===== src/rtl/pipe_stage_elastic_reg.sv =====
// Elastic pipeline stage register: one ctrl + one data bundle per entry, 2-entry skid, flush.
// Optional perf counters (stall_cnt/bubble_cnt) compiled in with `define PIPE_STAGE_PERF_EN.
module pipe_stage_elastic_reg #(
  parameter int CTRL_W = 9,
  parameter int DATA_W = 32
`ifdef PIPE_STAGE_PERF_EN
  , parameter int CNT_W = 16
`endif
) (
  input  logic              clk,
  input  logic              rst,
  input  logic              flush,
  input  logic              in_valid,
  output logic              in_ready,
  input  logic [CTRL_W-1:0] in_ctrl,
  input  logic [DATA_W-1:0] in_data,
  output logic              out_valid,
  input  logic              out_ready,
  output logic [CTRL_W-1:0] out_ctrl,
  output logic [DATA_W-1:0] out_data,
  output logic [1:0]        occupancy
`ifdef PIPE_STAGE_PERF_EN
  , output logic [CNT_W-1:0] stall_cnt,
  output logic [CNT_W-1:0]  bubble_cnt
`endif
);

  typedef struct packed {
    logic [CTRL_W-1:0] ctrl;
    logic [DATA_W-1:0] data;
  } entry_t;

  typedef enum logic [1:0] {
    S_EMPTY = 2'd0,
    S_ONE   = 2'd1,
    S_TWO   = 2'd2
  } state_e;

  state_e state_q, state_d;
  entry_t main_q, main_d;
  entry_t skid_q, skid_d;
  entry_t in_ent;
  logic   accept, drain;

  // Handshake outputs come straight from state flops: no in->out or out_ready->in_ready path.
  always_comb begin
    in_ready  = (state_q != S_TWO);
    out_valid = (state_q != S_EMPTY);
    out_ctrl  = main_q.ctrl & {CTRL_W{out_valid}};
    out_data  = main_q.data;
    case (state_q)
      S_ONE:   occupancy = 2'd1;
      S_TWO:   occupancy = 2'd2;
      default: occupancy = 2'd0;
    endcase
  end

  always_comb begin
    in_ent.ctrl = in_ctrl;
    in_ent.data = in_data;
    accept      = in_valid & in_ready;
    drain       = out_valid & out_ready;
    state_d     = state_q;
    main_d      = main_q;
    skid_d      = skid_q;
    case (state_q)
      S_EMPTY: begin
        if (accept) begin
          main_d  = in_ent;
          state_d = S_ONE;
        end
      end
      S_ONE: begin
        if (accept && drain) begin
          main_d = in_ent;
        end else if (accept) begin
          skid_d  = in_ent;
          state_d = S_TWO;
        end else if (drain) begin
          state_d = S_EMPTY;
        end
      end
      S_TWO: begin
        if (drain) begin
          main_d  = skid_q;
          state_d = S_ONE;
        end
      end
      default: state_d = S_EMPTY;
    endcase
    // Flush wins: drop everything, zero ctrl, leave data regs untouched.
    if (flush) begin
      state_d     = S_EMPTY;
      main_d.ctrl = '0;
      main_d.data = main_q.data;
      skid_d.ctrl = '0;
      skid_d.data = skid_q.data;
    end
  end

  always_ff @(posedge clk or posedge rst) begin
    if (rst) begin
      state_q <= S_EMPTY;
      main_q  <= '0;
      skid_q  <= '0;
    end else begin
      state_q <= state_d;
      main_q  <= main_d;
      skid_q  <= skid_d;
    end
  end

`ifdef PIPE_STAGE_PERF_EN
  logic [CNT_W-1:0] stall_cnt_q, stall_cnt_d;
  logic [CNT_W-1:0] bubble_cnt_q, bubble_cnt_d;

  // Saturating counters; flush does not touch them.
  always_comb begin
    stall_cnt_d  = stall_cnt_q;
    bubble_cnt_d = bubble_cnt_q;
    if (out_valid && !out_ready && !(&stall_cnt_q))
      stall_cnt_d = stall_cnt_q + CNT_W'(1);
    if (!out_valid && !(&bubble_cnt_q))
      bubble_cnt_d = bubble_cnt_q + CNT_W'(1);
  end

  always_ff @(posedge clk or posedge rst) begin
    if (rst) begin
      stall_cnt_q  <= '0;
      bubble_cnt_q <= '0;
    end else begin
      stall_cnt_q  <= stall_cnt_d;
      bubble_cnt_q <= bubble_cnt_d;
    end
  end

  assign stall_cnt  = stall_cnt_q;
  assign bubble_cnt = bubble_cnt_q;
`endif

endmodule


===== config.mk =====
export PLATFORM = sky130hd
export DESIGN_NAME = pipe_stage_elastic_reg
export DESIGN_NICKNAME = d
export VERILOG_FILES = /design/src/rtl/pipe_stage_elastic_reg.sv
export SDC_FILE = /design/constraint.sdc
export NUM_CORES = 1
export LEC_CHECK = 0
export BUFFER_PORTS_ARGS = -buffer_cell sky130_fd_sc_hd__buf_2
export CORE_MARGIN = 5
export CORE_UTILIZATION = 59
export CTS_CLUSTER_SIZE = 16
export DETAILED_ROUTE_END_ITERATION = 12
export GPL_ROUTABILITY_DRIVEN = 0
export GPL_TIMING_DRIVEN = 0
export MAX_ROUTING_LAYER = met4
export PLACE_DENSITY = 0.85
export SLEW_MARGIN = 20
export SYNTH_ARGS = -nofsm -noshare
export SYNTH_HDL_FRONTEND = slang
export SYNTH_SLANG_ARGS = --single-unit

===== constraint.sdc =====
create_clock -name clk -period 3.3 [get_ports clk]
set_input_delay 0.165 -clock clk [delete_from_list [all_inputs] [get_ports clk]]
set_output_delay 0.165 -clock clk [all_outputs]
set_load 0.005 [all_outputs]

==> flow_summary_export.csv <==
group,metric,value,unit
timing,finalCritPeriodShare,0.688,
logic_synthesis,synthTopCellsByCount,"84 x dfrtp_1, 41 x mux2i_1, 37 x buf_4, 34 x a21oi_1",
worst_setup_path,start_kind,"flop",
timing,period_minus_slack,2270,ps
logic_synthesis,async_flop_share,1.00,
global_route,grt_pass1_wl,14.6,mm
detailed_routing,vias,3055,
clocking,cts.sinks,84,
worst_setup_path,worstSetupEndpointType,"flop",
placement,numPortBuffers,89,
global_route,grt_max_degree,47,
die,io_pins,91,
worst_hold_path,hp-start,"in_data[28]",
clocking,holdBufCountCts,1,
logic_synthesis,ys_warn_count,0,
status,status,"complete, no violations",
pwr,p_leak,2.26,nW
die,dieArea,9190,sq um
detailed_routing,first_pass_iters,4,
detailed_routing,dr.first_iter.drc_count,91,
clocking,cts_buffer_depth,2,
die,die_h,95.9,um
timing,finalHoldViolCount,0,
timing,finalClockSkew,7.75,ps
detailed_routing,drc,0,
global_route,antenna_found_initial,0,
clocking,htreeDepth,3,
timing,finalSetupViolCount,0,
pwr,vdd_ir_drop_max,0.000461,V
worst_hold_path,hp-class,"input pin to flop",
die,start_util,0.603,
clocking,cts_buffers,9,
logic_synthesis,syn_avg_cell_area,12.1,sq um
global_route,grt.overflow.total,0,
timing,final_max_slew_viol_count,0,
job,max_cap_violations,0,
logic_synthesis,yosysUniqueCellTypes,34,
logic_synthesis,synth_nets,412,
worst_setup_path,reg2reg_from,"state_q[0]",
logic_synthesis,yosysTopAreaCell,"dfrtp_1",
detailed_routing,wire_per_inst,15.6,um
logic_synthesis,synth_edf_count,0,
detailed_routing,antenna_left,0,
timing,tightest_slew,808,ps
logic_synthesis,synth.most_common_cell,"dfrtp_1",
timing,fin_ws,1030,ps
global_route,grt_use_total,0.212,
logic_synthesis,synth_top_area_frac,0.483,
worst_setup_path,cp.arrival,2500,ps
logic_synthesis,yosys-top-cells-area,"dfrtp_1 48%, mux2i_1 9.4%, mux2_1 7.8%, buf_4 6.4%, a21oi_2 6.0%",
worst_hold_path,holdPathStages,2,
worst_hold_path,holdPathEnd,"skid_q[28]",
global_route,grt_pass1_vias,3122,
cells_and_area,fin_nets,514,
timing,finalSetupTns,0,ps
clocking,clkTransAtPathRegs,90,ps
logic_synthesis,ys_seq_area_frac,0.483,
timing,clock.fmax,441,MHz
detailed_routing,avgViaCountPerCell,5.39,
clocking,cts_tree,"built",
worst_setup_path,reg2reg_slack,1030,ps
logic_synthesis,synth-seq-cells,84,
timing,whs,43.8,ps
die,core-area,7210,sq um
clocking,clk_latency,340,ps
timing,maxSlewHeadroom,0.457,
logic_synthesis,synth_cells,361,
placement,hpwlAfterDp,6.35,mm
clocking,root_buffer,"clkbuf_8",
die,fp.dieW,95.9,um
cells_and_area,drive_gt1_frac,0.410,
worst_setup_path,crit_required,3530,ps
cells_and_area,area_growth,18.6,%
detailed_routing,routed_wirelength,8.84,mm
die,num_rows,31,
clocking,cts.repair.resized,0,
pwr,powerDensity,843,nW/um^2
worst_setup_path,critPathKind,"flop to flop",
worst_setup_path,cp_max_fo,10,
placement,dp_slack,1010,ps
cells_and_area,nFillCells,556,
logic_synthesis,ys.flop_type,"dfrtp_1",
worst_setup_path,rr_worst_depth,6,
timing,grt_setup_unrepaired,"false",
cells_and_area,num_antenna_cells,0,
cells_and_area,register_area,2100,sq um
cells_and_area,multi_input_area,1830,sq um
pwr,finalPower,4.35,mW
clocking,postCtsSetupBuffers,0,
logic_synthesis,netlist_area,4350,sq um
worst_setup_path,worst_r2r_endpoint,"skid_q[23]",
[where the power goes]
group | total [mW] | leakage, nW | internal [mW] | switching, mW
clock | 0.748 | 0.0959 | 0.373 | 0.376
combinational | 1.87 | 1.16 | 0.973 | 0.893
sequential | 1.74 | 1.00 | 1.49 | 0.247
total | 4.35 | 2.26 | 2.83 | 1.52
[layout by cell type, fill, tap and decap left out, types with 8 or more instances in the layout]
cell / instances
clkbuf_1: 14
mux2_1: 30
dfrtp_1: 84
clkbuf_8: 10
nor4_1: 8
nor2b_1: 20
buf_2: 94
a221o_1: 8
a21oi_1: 34
a21oi_2: 30
mux2i_1: 41
a22o_1: 9
buf_4: 37
[final cells by class]
cell class	count	area share
plain buffers	59	0.0768
multi-input cells	212	0.355
clock buffers	11	0.0274
clock inverters	5	0.0114
repair buffers	91	0.0936
flip-flops and latches	84	0.407
inverters	6	0.00485
well taps	99	0.0240
[sequential cells by signal, indices dropped and copies added, names as in the netlist]
| name | count |
|---|---|
| out_data | 32 |
| main_q | 9 |
| skid_q | 41 |
| state_q | 2 |
[cell families (layout without fill, tap and decap cells)]
family	after synthesis	count (layout)	synth area share
adder cells (fa/ha/maj)	5	5	0.0144
AO/OA/AOI/OAI	91	91	0.163
flip-flops	84	84	0.483
AND/OR/NAND/NOR	41	41	0.0612
multiplexers	75	75	0.182
buffers and inverters	65	172	0.0963
[routing by layer]
layer	part of all wire	GRT usage	up-vias
met5	0	-	-
met4	0.015	0.0604	0
met3	0.050	0.0508	12
met2	0.50	0.332	69
met1	0.44	0.276	1506
li1	-	-	1468
[worst max-delay path by stage]
| stage | from | endpoint | slack, ps | cells past startpoint |
|---|---|---|---|---|
| 6_report | state_q[0] | skid_q[23] | 1030 | 6 |
| 5_1_grt | state_q[0] | skid_q[40] | 840 | 7 |
| 4_1_cts | state_q[1] | skid_q[23] | 970 | 6 |
| 3_5_place_dp | state_q[0] | skid_q[4] | 1010 | 6 |
| 3_3_place_gp | rst | out_data[22] | -9 | 2 |
| 2_1_floorplan | rst | main_q[32] | 970 | 1 |
[critical path, stage by stage, from the launching register on]
cell and delay, ps:
dfrtp_1 420, inv_1 130, ha_1 330, and4bb_1 310
nor4_4 330, buf_4 290, mux2_1 340
[per-stage QoR]
stage	std cells	utilization	area, sq um
2_1_floorplan	361	-	4350
3_3_place_gp	549	0.682	4920
3_5_place_dp	550	0.686	4950
4_1_cts	567	0.715	5160
5_1_grt	567	0.715	5160
6_report	567	0.715	5160
(Power assumes the default switching activity.)
